`config.mk`:
```
export PLATFORM = sky130hd
export DESIGN_NAME = ctrl_microondas_gen2_flat
export DESIGN_NICKNAME = d
export VERILOG_FILES = /design/src/rtl/ctrl_microondas_gen2_if.sv /design/src/rtl/ctrl_microondas_gen2.sv /design/src/flat_wrapper.sv
export SDC_FILE = /design/constraint.sdc
export NUM_CORES = 1
export LEC_CHECK = 0
export CAP_MARGIN = 25
export CORE_ASPECT_RATIO = 0.7
export CORE_MARGIN = 2
export CORE_UTILIZATION = 49
export DETAILED_ROUTE_END_ITERATION = 8
export PLACE_DENSITY = 0.73
export SLEW_MARGIN = 0
export SYNTH_ARGS = -nofsm -noshare
export SYNTH_HDL_FRONTEND = slang
export SYNTH_SLANG_ARGS = --single-unit
```
`constraint.sdc`:
```
create_clock -name clock -period 8.9 [get_ports clock]
set_input_delay 0.89 -clock clock [delete_from_list [all_inputs] [get_ports clock]]
set_output_delay 0.89 -clock clock [all_outputs]
set_load 0.05 [all_outputs]
```
`src/rtl/ctrl_microondas_gen2_if.sv`:
```
// Control/status bundle of the microwave controller: front-panel inputs in,
// binary time/power/state status out (display muxing sits downstream).
interface ctrl_microondas_gen2_if;
  logic       start;
  logic       stop;
  logic       pause;
  logic       inc;
  logic       dec;
  logic       door;
  logic       sel_power;
  logic [1:0] step_sel;

  logic [1:0] state_o;
  logic [6:0] min_o;
  logic [5:0] sec_o;
  logic [2:0] power_o;
  logic       heater_en;
  logic       lamp;
  logic       alarm;
  logic       done_pulse;

  modport master (
    output start, stop, pause, inc, dec, door, sel_power, step_sel,
    input  state_o, min_o, sec_o, power_o, heater_en, lamp, alarm, done_pulse
  );

  modport slave (
    input  start, stop, pause, inc, dec, door, sel_power, step_sel,
    output state_o, min_o, sec_o, power_o, heater_en, lamp, alarm, done_pulse
  );
endinterface

```
`src/rtl/ctrl_microondas_gen2.sv`:
```
// Microwave controller core: min:sec cooking timer, IDLE/RUN/PAUSE/DONE FSM,
// 1 s prescaler and N-level heater duty-cycle generator.
module ctrl_microondas_gen2 #(
  parameter int TICK_DIV   = 100_000_000,
  parameter int MAX_MIN    = 99,
  parameter int N_POWER    = 3,
  parameter int DONE_SECS  = 3,
  parameter int QUICK_SECS = 30
) (
  input  logic                         clock,
  input  logic                         reset,
  ctrl_microondas_gen2_if.slave        bus
);

  typedef enum logic [1:0] {
    ST_IDLE  = 2'd0,
    ST_RUN   = 2'd1,
    ST_PAUSE = 2'd2,
    ST_DONE  = 2'd3
  } state_t;

  typedef struct packed {
    logic [6:0] mins;
    logic [5:0] secs;
  } mmss_t;

  localparam int                 PRESC_W    = $clog2(TICK_DIV);
  localparam int                 DONE_W     = $clog2(DONE_SECS + 1);
  localparam int                 MAX_TOTAL  = MAX_MIN * 60 + 59;
  localparam logic [PRESC_W-1:0] PRESC_LAST = PRESC_W'(TICK_DIV - 1);
  localparam logic [DONE_W-1:0]  DONE_LAST  = DONE_W'(DONE_SECS - 1);
  localparam logic [2:0]         POWER_TOP  = 3'(N_POWER - 1);

  // ---------------------------------------------------------------------------
  // Time arithmetic helpers (all results saturate inside 00:00 .. MAX_MIN:59)
  // ---------------------------------------------------------------------------
  function automatic int to_total(input mmss_t v);
    return int'(v.mins) * 60 + int'(v.secs);
  endfunction

  function automatic mmss_t from_total(input int total);
    int    t;
    mmss_t r;
    t = total;
    if (t > MAX_TOTAL) t = MAX_TOTAL;
    if (t < 0)         t = 0;
    r.mins = 7'(t / 60);
    r.secs = 6'(t % 60);
    return r;
  endfunction

  // Second steps carry/borrow through the total; minute steps keep the seconds.
  function automatic mmss_t edit_time(input mmss_t v, input logic up,
                                      input logic [1:0] step);
    int    amt;
    int    m;
    mmss_t r;
    amt = step[0] ? 10 : 1;
    r   = v;
    if (!step[1]) begin
      r = from_total(up ? to_total(v) + amt : to_total(v) - amt);
    end else begin
      m = up ? int'(v.mins) + amt : int'(v.mins) - amt;
      if (m > MAX_MIN)  r.mins = 7'(MAX_MIN);
      else if (m < 0)   r = '0;
      else              r.mins = 7'(m);
    end
    return r;
  endfunction

  function automatic mmss_t count_down(input mmss_t v);
    mmss_t r;
    r = v;
    if (v.secs != 6'd0) begin
      r.secs = v.secs - 6'd1;
    end else if (v.mins != 7'd0) begin
      r.mins = v.mins - 7'd1;
      r.secs = 6'd59;
    end
    return r;
  endfunction

  // ---------------------------------------------------------------------------
  // Button edge detection
  // ---------------------------------------------------------------------------
  logic [5:0] btn_now;
  logic [5:0] btn_q;
  logic       stop_e, pause_e, start_e, inc_e, dec_e, door_e;

  assign btn_now = {bus.door, bus.dec, bus.inc, bus.start, bus.pause, bus.stop};

  // Sampled even while reset is high so a level held across reset is not an edge.
  always_ff @(posedge clock) begin
    btn_q <= btn_now;
  end

  assign {door_e, dec_e, inc_e, start_e, pause_e, stop_e} = btn_now & ~btn_q;

  // ---------------------------------------------------------------------------
  // State and datapath registers
  // ---------------------------------------------------------------------------
  state_t             state_q, state_d;
  mmss_t              time_q, time_d;
  logic [2:0]         power_q, power_d;
  logic [PRESC_W-1:0] presc_q;
  logic [2:0]         win_q;
  logic [DONE_W-1:0]  done_cnt_q;
  logic               done_pulse_q;

  logic  tick;
  logic  time_zero;
  logic  edit_req;
  logic  enter_run;
  logic  enter_done;
  mmss_t cd_time;
  logic  cd_zero;

  assign tick      = ((state_q == ST_RUN) || (state_q == ST_DONE)) && (presc_q == PRESC_LAST);
  assign time_zero = (time_q == '0);
  assign edit_req  = inc_e | dec_e;
  assign cd_time   = count_down(time_q);
  assign cd_zero   = (cd_time == '0);

  assign enter_run  = (state_d == ST_RUN)  && (state_q != ST_RUN);
  assign enter_done = (state_d == ST_DONE) && (state_q != ST_DONE);

  // FSM process 1: state register.
  // NOTE: sequential state is updated with non-blocking assignments so every
  // flop samples the pre-edge values, independent of block ordering.
  always_ff @(posedge clock) begin
    if (reset) state_q <= ST_IDLE;
    else       state_q <= state_d;
  end

  // FSM process 2: next state. Priority stop > door > pause > start > tick.
  // NOTE: every always_comb output gets a default first, so no path can infer a latch.
  always_comb begin
    state_d = state_q;
    unique case (state_q)
      ST_IDLE: begin
        if (!stop_e && start_e && !bus.door) state_d = ST_RUN;
      end
      ST_RUN: begin
        if (stop_e)                        state_d = ST_IDLE;
        else if (bus.door || pause_e)      state_d = ST_PAUSE;
        else if (start_e)                  state_d = ST_RUN;
        else if (tick && cd_zero)          state_d = ST_DONE;
      end
      ST_PAUSE: begin
        if (stop_e)                                     state_d = ST_IDLE;
        else if ((start_e || pause_e) && !bus.door)     state_d = ST_RUN;
      end
      ST_DONE: begin
        if (start_e || stop_e || door_e)                state_d = ST_IDLE;
        else if (tick && (done_cnt_q == DONE_LAST))     state_d = ST_IDLE;
      end
      default: state_d = ST_IDLE;
    endcase
  end

  // Time and power next values; inc wins if inc and dec rise together.
  always_comb begin
    time_d  = time_q;
    power_d = power_q;
    unique case (state_q)
      ST_IDLE: begin
        if (stop_e) begin
          time_d = '0;
        end else if (start_e && !bus.door) begin
          if (time_zero) time_d = from_total(QUICK_SECS);
        end else if (edit_req) begin
          if (bus.sel_power) begin
            if (inc_e) power_d = (power_q == POWER_TOP) ? power_q : power_q + 3'd1;
            else       power_d = (power_q == 3'd0)      ? power_q : power_q - 3'd1;
          end else begin
            time_d = edit_time(time_q, inc_e, bus.step_sel);
          end
        end
      end
      ST_RUN: begin
        if (stop_e) begin
          time_d = '0;
        end else if (bus.door || pause_e) begin
          time_d = time_q;
        end else if (start_e) begin
          time_d = from_total(to_total(tick ? cd_time : time_q) + QUICK_SECS);
        end else if (tick) begin
          time_d = cd_time;
        end
      end
      ST_PAUSE: begin
        if (stop_e) begin
          time_d = '0;
        end else if ((start_e || pause_e) && !bus.door) begin
          time_d = time_q;
        end else if (edit_req) begin
          time_d = edit_time(time_q, inc_e, bus.step_sel);
        end
      end
      default: begin
        time_d = time_q;
      end
    endcase
  end

  always_ff @(posedge clock) begin
    if (reset) begin
      time_q  <= '0;
      power_q <= POWER_TOP;
    end else begin
      time_q  <= time_d;
      power_q <= power_d;
    end
  end

  // Prescaler, duty-cycle window and alarm length counters.
  always_ff @(posedge clock) begin
    if (reset) begin
      presc_q      <= '0;
      win_q        <= '0;
      done_cnt_q   <= '0;
      done_pulse_q <= 1'b0;
    end else begin
      done_pulse_q <= enter_done;

      if (enter_run || enter_done)                       presc_q <= '0;
      else if (tick)                                     presc_q <= '0;
      else if ((state_q == ST_RUN) || (state_q == ST_DONE)) presc_q <= presc_q + 1'b1;

      if (enter_run)                         win_q <= '0;
      else if ((state_q == ST_RUN) && tick)  win_q <= (win_q == POWER_TOP) ? 3'd0 : win_q + 3'd1;

      if (enter_done)                        done_cnt_q <= '0;
      else if ((state_q == ST_DONE) && tick) done_cnt_q <= done_cnt_q + 1'b1;
    end
  end

  // FSM process 3: outputs. The door interlock on the heater is purely combinational.
  always_comb begin
    bus.state_o    = state_q;
    bus.min_o      = time_q.mins;
    bus.sec_o      = time_q.secs;
    bus.power_o    = power_q;
    bus.heater_en  = (state_q == ST_RUN) && !bus.door && (win_q <= power_q);
    bus.lamp       = bus.door || (state_q != ST_IDLE);
    bus.alarm      = (state_q == ST_DONE);
    bus.done_pulse = done_pulse_q;
  end

endmodule

```
`src/flat_wrapper.sv`:
```
// flat-port wrapper written by rule: the top's interface ports become plain ports
module ctrl_microondas_gen2_flat 
#(
  parameter int TICK_DIV   = 100_000_000,
  parameter int MAX_MIN    = 99,
  parameter int N_POWER    = 3,
  parameter int DONE_SECS  = 3,
  parameter int QUICK_SECS = 30
)
  (clock, reset, bus_start, bus_stop, bus_pause, bus_inc, bus_dec, bus_door, bus_sel_power, bus_step_sel, bus_state_o, bus_min_o, bus_sec_o, bus_power_o, bus_heater_en, bus_lamp, bus_alarm, bus_done_pulse);
  ctrl_microondas_gen2_if bus_i ();
  input  logic clock;
  input  logic reset;
  input wire logic [$bits(bus_i.start)-1:0] bus_start;
  input wire logic [$bits(bus_i.stop)-1:0] bus_stop;
  input wire logic [$bits(bus_i.pause)-1:0] bus_pause;
  input wire logic [$bits(bus_i.inc)-1:0] bus_inc;
  input wire logic [$bits(bus_i.dec)-1:0] bus_dec;
  input wire logic [$bits(bus_i.door)-1:0] bus_door;
  input wire logic [$bits(bus_i.sel_power)-1:0] bus_sel_power;
  input wire logic [$bits(bus_i.step_sel)-1:0] bus_step_sel;
  output wire logic [$bits(bus_i.state_o)-1:0] bus_state_o;
  output wire logic [$bits(bus_i.min_o)-1:0] bus_min_o;
  output wire logic [$bits(bus_i.sec_o)-1:0] bus_sec_o;
  output wire logic [$bits(bus_i.power_o)-1:0] bus_power_o;
  output wire logic [$bits(bus_i.heater_en)-1:0] bus_heater_en;
  output wire logic [$bits(bus_i.lamp)-1:0] bus_lamp;
  output wire logic [$bits(bus_i.alarm)-1:0] bus_alarm;
  output wire logic [$bits(bus_i.done_pulse)-1:0] bus_done_pulse;
  assign bus_i.start = bus_start;
  assign bus_i.stop = bus_stop;
  assign bus_i.pause = bus_pause;
  assign bus_i.inc = bus_inc;
  assign bus_i.dec = bus_dec;
  assign bus_i.door = bus_door;
  assign bus_i.sel_power = bus_sel_power;
  assign bus_i.step_sel = bus_step_sel;
  assign bus_state_o = bus_i.state_o;
  assign bus_min_o = bus_i.min_o;
  assign bus_sec_o = bus_i.sec_o;
  assign bus_power_o = bus_i.power_o;
  assign bus_heater_en = bus_i.heater_en;
  assign bus_lamp = bus_i.lamp;
  assign bus_alarm = bus_i.alarm;
  assign bus_done_pulse = bus_i.done_pulse;
  ctrl_microondas_gen2 #(.TICK_DIV(TICK_DIV), .MAX_MIN(MAX_MIN), .N_POWER(N_POWER), .DONE_SECS(DONE_SECS), .QUICK_SECS(QUICK_SECS)) u_core (.clock(clock), .reset(reset), .bus(bus_i));
endmodule
```
==> results.py, run 1 <==
metrics = {
    "finish": {
        "mostFrequentLayoutCells": "155 x nor2_1, 108 x buf_4, 87 x nand2_1",
        "areaGrowthSynthToFinish_pct": 23.2,
        "layout.nets": 1519,
        "seq_area_mm2": 0.00116,
        "nFillCells": 1678,
        "drive_gt1_share_pct": 21.3,
        "layout.cells.most_common": "nor2_1",
        "multi_input_area_mm2": 0.00869,
    },
    "global_route": {
        "grt_pass1_wl_mm": 46.7,
        "grt-ovfl-total": 0,
        "antenna_found_initial": 1,
        "grt_pass1_vias": 9091,
        "track_usage_pct": 26.8,
        "grt_max_degree": 28,
    },
    "timing": {
        "fin_crit_sh_pct": 98.9,
        "slew_violations": 0,
        "tightestPinTransition_ns": 0.970,
        "period_minus_slack_ns": 8.80,
        "fin_skew_ns": 0.00746,
        "fmax_mhz": 114,
        "setup_viol": 0,
        "hold_ws_ns": 0.492,
        "finalHoldViolCount": 0,
        "max_slew_margin_pct": 35.3,
    },
    "floorplanning": {
        "die_w_um": 173,
        "initial_core_util_pct": 49.7,
        "die_y_um": 122,
        "core-area_mm2": 0.0196,
        "die_area_mm2": 0.0211,
        "core.rowCount": 43,
        "ios": 33,
    },
    "cts": {
        "clk_latency_ns": 0.33,
        "cts_buffer_depth": 2,
        "hold_buffers": 0,
        "cts_buffers": 9,
        "tritoncts": "built",
        "cts_root_buf": "clkbuf_16",
        "cts.sink_count": 57,
        "htree_levels": 3,
        "clk_pin_slew_ns": 0.06,
    },
    "worst_setup_path": {
        "required_ns": 9.13,
        "max_stage_delay_ns": 0.53,
        "crit_family": "compound AO/OA/AOI/OAI gates",
        "crit_type": "register to register",
        "r2r_slack_ns": 0.10,
        "crit_path_top_delay_cell": "fa_1",
        "endpoint_kind": "register",
        "startpoint_type": "register",
        "crit_buf_inv": 6,
        "arrival_ns": 9.03,
        "worstPathMaxFanout": 6,
    },
    "synthesis": {
        "yosys.area.top_type": "dfxtp_1",
        "ys_warn_count": 0,
        "synth-seq-cells": 57,
        "synth_area_mm2": 0.00975,
        "synthFlopType": "dfxtp_1",
        "ys_top_cells_by_area": "dfxtp_1 12%, ha_1 10%, nor2_1 6.1%, fa_1 6.0%, xnor2_1 5.7%",
        "yosys.area.top_type_share_pct": 11.7,
        "avgSynthCellArea_um2": 7.58,
        "synth_nets": 1405,
        "postSynthCellCount": 1286,
        "synth_edf_count": 0,
        "synth.yosys.seq_area_share_pct": 11.7,
        "ys_types": 112,
        "ys_async_sr_fraction_pct": 0,
    },
    "drt": {
        "drc": 0,
        "vias": 10500,
        "wl_per_cell_um": 18.3,
        "drt-total-wl_mm": 30.6,
        "antenna_left": 0,
        "drtPass1Iterations": 7,
        "drt_iter0_markers": 1187,
        "vias_per_cell": 6.29,
    },
    "run_status": {
        "status": "finished, final reports clean",
    },
    "placed_design": {
        "hpwl_mm": 22.4,
        "place_congestion": 0.994,
        "port-buffer-count": 32,
    },
    "worst_hold_path": {
        "min_path_type": "register to register",
    },
    "job": {
        "maxCapViolations": 0,
    },
}
## cells by family after synthesis
group | share of synthesized area (%)
AOI/OAI and AO/OA | 28.9
xor gates and xnor gates | 10.1
adders and majority gates | 16.2
buffers and inverters | 5.32
DFF | 11.7
muxes | 2.23
and+or+nand+nor | 25.5
## sequential cells by signal, indices dropped and copies added, names as in the netlist
register / count
u_core.bus.min_o: 7
u_core.btn_q: 6
u_core.bus.sec_o: 6
u_core.bus.done_pulse: 1
u_core.presc_q: 27
u_core.done_cnt_q: 2
u_core.bus.state_o: 2
u_core.bus.power_o: 3
u_core.win_q: 3
## cells in the mapped netlist, drive strengths merged (5+ instances only)
library cell  count
nand3            43
o221ai           10
or3              12
buf              15
o211ai           17
xnor2            71
inv              84
ha               79
o21a             10
a211oi           30
nor2            159
mux2              5
o211a             5
clkbuf           28
nand2            95
nand4            19
o32ai             5
o22ai            10
nor4             16
a21oi            65
or4               6
a311oi           10
a22oi             6
a211o             9
nand2b           18
o31ai             8
dfxtp            57
nor3b             8
o21ai            78
o311ai            6
and4              5
a31oi            24
or2               8
fa               29
and3             16
a21o             13
o2bb2ai           5
xor2             31
o21bai            5
nor2b            16
and2             14
mux2i            15
nor3             55
## path summary, 6_finish.rpt
| check | start | end | cells after the start |
|---|---|---|---|
| min reg2reg | u_core.presc_q[1]$_SDFFE_PP0P_ | u_core.presc_q[1]$_SDFFE_PP0P_ | 2 |
| min | u_core.presc_q[1]$_SDFFE_PP0P_ | u_core.presc_q[1]$_SDFFE_PP0P_ | 2 |
| max | u_core.bus.state_o[1]$_SDFF_PP0_ | u_core.bus.sec_o[5]$_SDFFE_PP0P_ | 42 |
| max reg2reg | u_core.bus.state_o[1]$_SDFF_PP0_ | u_core.bus.sec_o[5]$_SDFFE_PP0P_ | 42 |
## metrics by stage
step / cells / setup WS [ns] / setup TNS (ns) / utilization, % / cell area (µm²)
after CTS: 1631 / 0.0329 / 0 / 56.8 / 11200
after global routing: 1674 / -0.231 / -0.685 / 61.2 / 12000
after detailed placement: 1612 / -0.305 / -0.977 / 54.8 / 10800
after floorplan: 1286 / 0.00788 / 0 / - / 9810
after global placement: 1612 / 0.0459 / 0 / 54.8 / 10800
final: 1675 / 0.101 / 0 / 61.2 / 12000
## repair_timing
item	in CTS	in global routing
gates cloned	0	1
resized for setup	9	102
hold endpoints to repair	0	0
setup buffers	4	41
pin swaps	4	44
setup endpoints to repair	5	6
## cell type report
class	instances	share of cell area [%]
Multi-Input combinational cell	1101	72.3
Timing Repair Buffer	146	9.87
Sequential cell	57	9.68
Tap cell	270	2.81
Inverter	85	2.66
Clock buffer	11	2.20
Clock inverter	4	0.417
Antenna cell	1	0.0208
## metal layers
| metal | vias to the layer above | track usage, % | part of all wire [%] |
|---|---|---|---|
| li1 | 4969 | - | - |
| met1 | 4950 | 41.6 | 47 |
| met2 | 571 | 36.8 | 41 |
| met3 | 54 | 6.12 | 10 |
| met4 | 0 | 5.88 | 1.8 |
| met5 | - | 0 | 0 |
## tightest hold or removal path: stages (launching register included)
cell	delay (ns)
dfxtp_1	0.33
nand2_1	0.06
a21oi_1	0.05
Power of run 1 is not shown: default switching activity piles up to over one toggle a cycle in this logic, so the estimate is an artifact.
==> inputs of run 2 (changes only) <==
--- a/config.mk
+++ b/config.mk
@@ -11,7 +11,7 @@
 export CORE_UTILIZATION = 49
 export DETAILED_ROUTE_END_ITERATION = 8
 export PLACE_DENSITY = 0.73
-export SLEW_MARGIN = 0
+export SLEW_MARGIN = 20
 export SYNTH_ARGS = -nofsm -noshare
 export SYNTH_HDL_FRONTEND = slang
 export SYNTH_SLANG_ARGS = --single-unit
==> results.py, run 2 (synthesis gave the netlist of run 1 again) <==
metrics = {
    "run_status": {
        "status": "finished, final reports clean",
    },
    "worst_setup_path": {
        "max_stage_delay_ns": 0.54,
        "r2r_start": "u_core.bus.state_o[1]$_SDFF_PP0_",
        "timing.rr.end": "u_core.bus.sec_o[5]$_SDFFE_PP0P_",
        "arrival_ns": 9.04,
        "r2r_cells": 44,
        "worstPathMaxFanout": 4,
        "crit_type": "register to register",
        "crit_path_top_delay_cell": "or4_1",
        "startpoint_type": "register",
        "crit_path_start": "u_core.bus.state_o[1]$_SDFF_PP0_",
        "required_ns": 9.13,
        "endpoint_kind": "register",
        "r2r_slack_ns": 0.09,
    },
    "timing": {
        "slew_violations": 0,
        "fin_skew_ns": 0.00897,
        "tns_ns": 0,
        "max_slew_margin_pct": 35.6,
        "rsz0062_at_grt": "true",
        "fmax_mhz": 114,
        "fin_crit_sh_pct": 99.0,
        "setup_viol": 0,
        "finalHoldViolCount": 0,
        "tightestPinTransition_ns": 0.966,
        "period_minus_slack_ns": 8.81,
    },
    "worst_hold_path": {
        "min_path_type": "register to register",
        "worstHoldStart": "u_core.presc_q[1]$_SDFFE_PP0P_",
        "whs_path_depth": 2,
        "whs_endpoint": "u_core.presc_q[1]$_SDFFE_PP0P_",
    },
    "drt": {
        "top_layer": "met4",
        "drtPass1Iterations": 5,
        "drc": 0,
        "vias_per_cell": 6.28,
        "dr_wl_met3_mm": 3.05,
        "vias": 10500,
        "met1_length_mm": 14.4,
        "antenna_left": 0,
        "drt-total-wl_mm": 30.5,
        "wl_per_cell_um": 18.2,
        "met2RoutedLength_mm": 12.5,
        "drt_iter0_markers": 1203,
    },
    "finish": {
        "regMostFlops": "u_core.presc_q",
        "areaGrowthSynthToFinish_pct": 23.2,
        "largest_reg_flops": 27,
        "layout.nets": 1518,
        "mostFrequentLayoutCells": "155 x nor2_1, 108 x buf_4, 87 x nand2_1",
        "nFillCells": 1679,
        "multi_input_area_mm2": 0.00870,
        "seq_area_mm2": 0.00116,
        "num_antenna_cells": 0,
        "layout.cells.most_common": "nor2_1",
        "drive_gt1_share_pct": 21.3,
    },
    "placed_design": {
        "place_congestion": 0.994,
        "hpwl_mm": 22.4,
        "port-buffer-count": 32,
    },
    "cts": {
        "clk_latency_ns": 0.33,
        "cts.sink_count": 57,
        "hold_buffers": 0,
        "htree_levels": 3,
        "tritoncts": "built",
        "cts_buffers": 9,
        "cts_buffer_depth": 2,
        "cts_root_buf": "clkbuf_16",
        "clk_pin_slew_ns": 0.06,
    },
    "floorplanning": {
        "initial_core_util_pct": 49.7,
        "die_w_um": 173,
        "die_area_mm2": 0.0211,
        "core-area_mm2": 0.0196,
        "ios": 33,
        "core.rowCount": 43,
        "die_y_um": 122,
    },
    "global_route": {
        "grt-ovfl-total": 0,
        "grt_pass1_vias": 9091,
        "antenna_found_initial": 0,
        "grt_max_degree": 28,
        "track_usage_pct": 26.8,
        "grt_pass1_wl_mm": 46.7,
    },
    "job": {
        "maxCapViolations": 0,
    },
}
==> run 2: final cells by class <==
class / count / share of cell area, %
clock inverter: 4 / 0.417
tap: 270 / 2.81
clock buffer: 11 / 2.20
timing repair buffer: 145 / 9.83
sequential: 57 / 9.68
multi-input combinational: 1101 / 72.4
inverter: 85 / 2.66
==> run 2: what timing repair did <==
item | 4_1_cts | 5_1_grt
gates resized for setup | 9 | 103
pin swaps | 4 | 45
endpoints found under the setup margin | 5 | 6
setup buffers | 4 | 41
cloned | 0 | 1
==> run 2: metal layers <==
metal | vias up | track usage, %
met5 | - | 0
met4 | 0 | 5.88
met3 | 59 | 6.12
met2 | 513 | 36.8
met1 | 4972 | 41.6
li1 | 4965 | -
==> run 2: through the flow <==
| stage | hold slack, ns | worst slack [ns] | area (µm²) | util, % | instances |
|---|---|---|---|---|---|
| floorplan | 0.449 | 0.00788 | 9810 | - | 1286 |
| global placement | 0.478 | 0.0459 | 10800 | 54.8 | 1612 |
| detailed placement | 0.479 | -0.305 | 10800 | 54.8 | 1612 |
| CTS | 0.493 | 0.0329 | 11200 | 56.8 | 1631 |
| global route | 0.513 | -0.227 | 12000 | 61.2 | 1673 |
| finish | 0.492 | 0.0919 | 12000 | 61.2 | 1673 |
==> run 2: worst max path at each step <==
stage / endpoint / depth (start not counted)
final: u_core.bus.sec_o[5]$_SDFFE_PP0P_ / 44
after global routing: u_core.bus.sec_o[3]$_SDFFE_PP0P_ / 43
after CTS: u_core.bus.sec_o[5]$_SDFFE_PP0P_ / 42
after detailed placement: u_core.bus.sec_o[3]$_SDFFE_PP0P_ / 39
after global placement: u_core.bus.sec_o[3]$_SDFFE_PP0P_ / 39
after floorplan: u_core.bus.sec_o[5]$_SDFFE_PP0P_ / 40
==> run 2: critical path, delay by kind of cell (launching register included) <==
kind / cells / cell delay, ns
buffers and inverters: 8 / 0.90
adder cells (fa/ha/maj): 7 / 2.32
flip-flops: 1 / 0.36
AO/OA/AOI/OAI: 12 / 1.88
AND/OR/NAND/NOR: 13 / 2.56
multiplexers: 1 / 0.23
XOR/XNOR: 3 / 0.42
Power of run 2 is left out for the same reason.
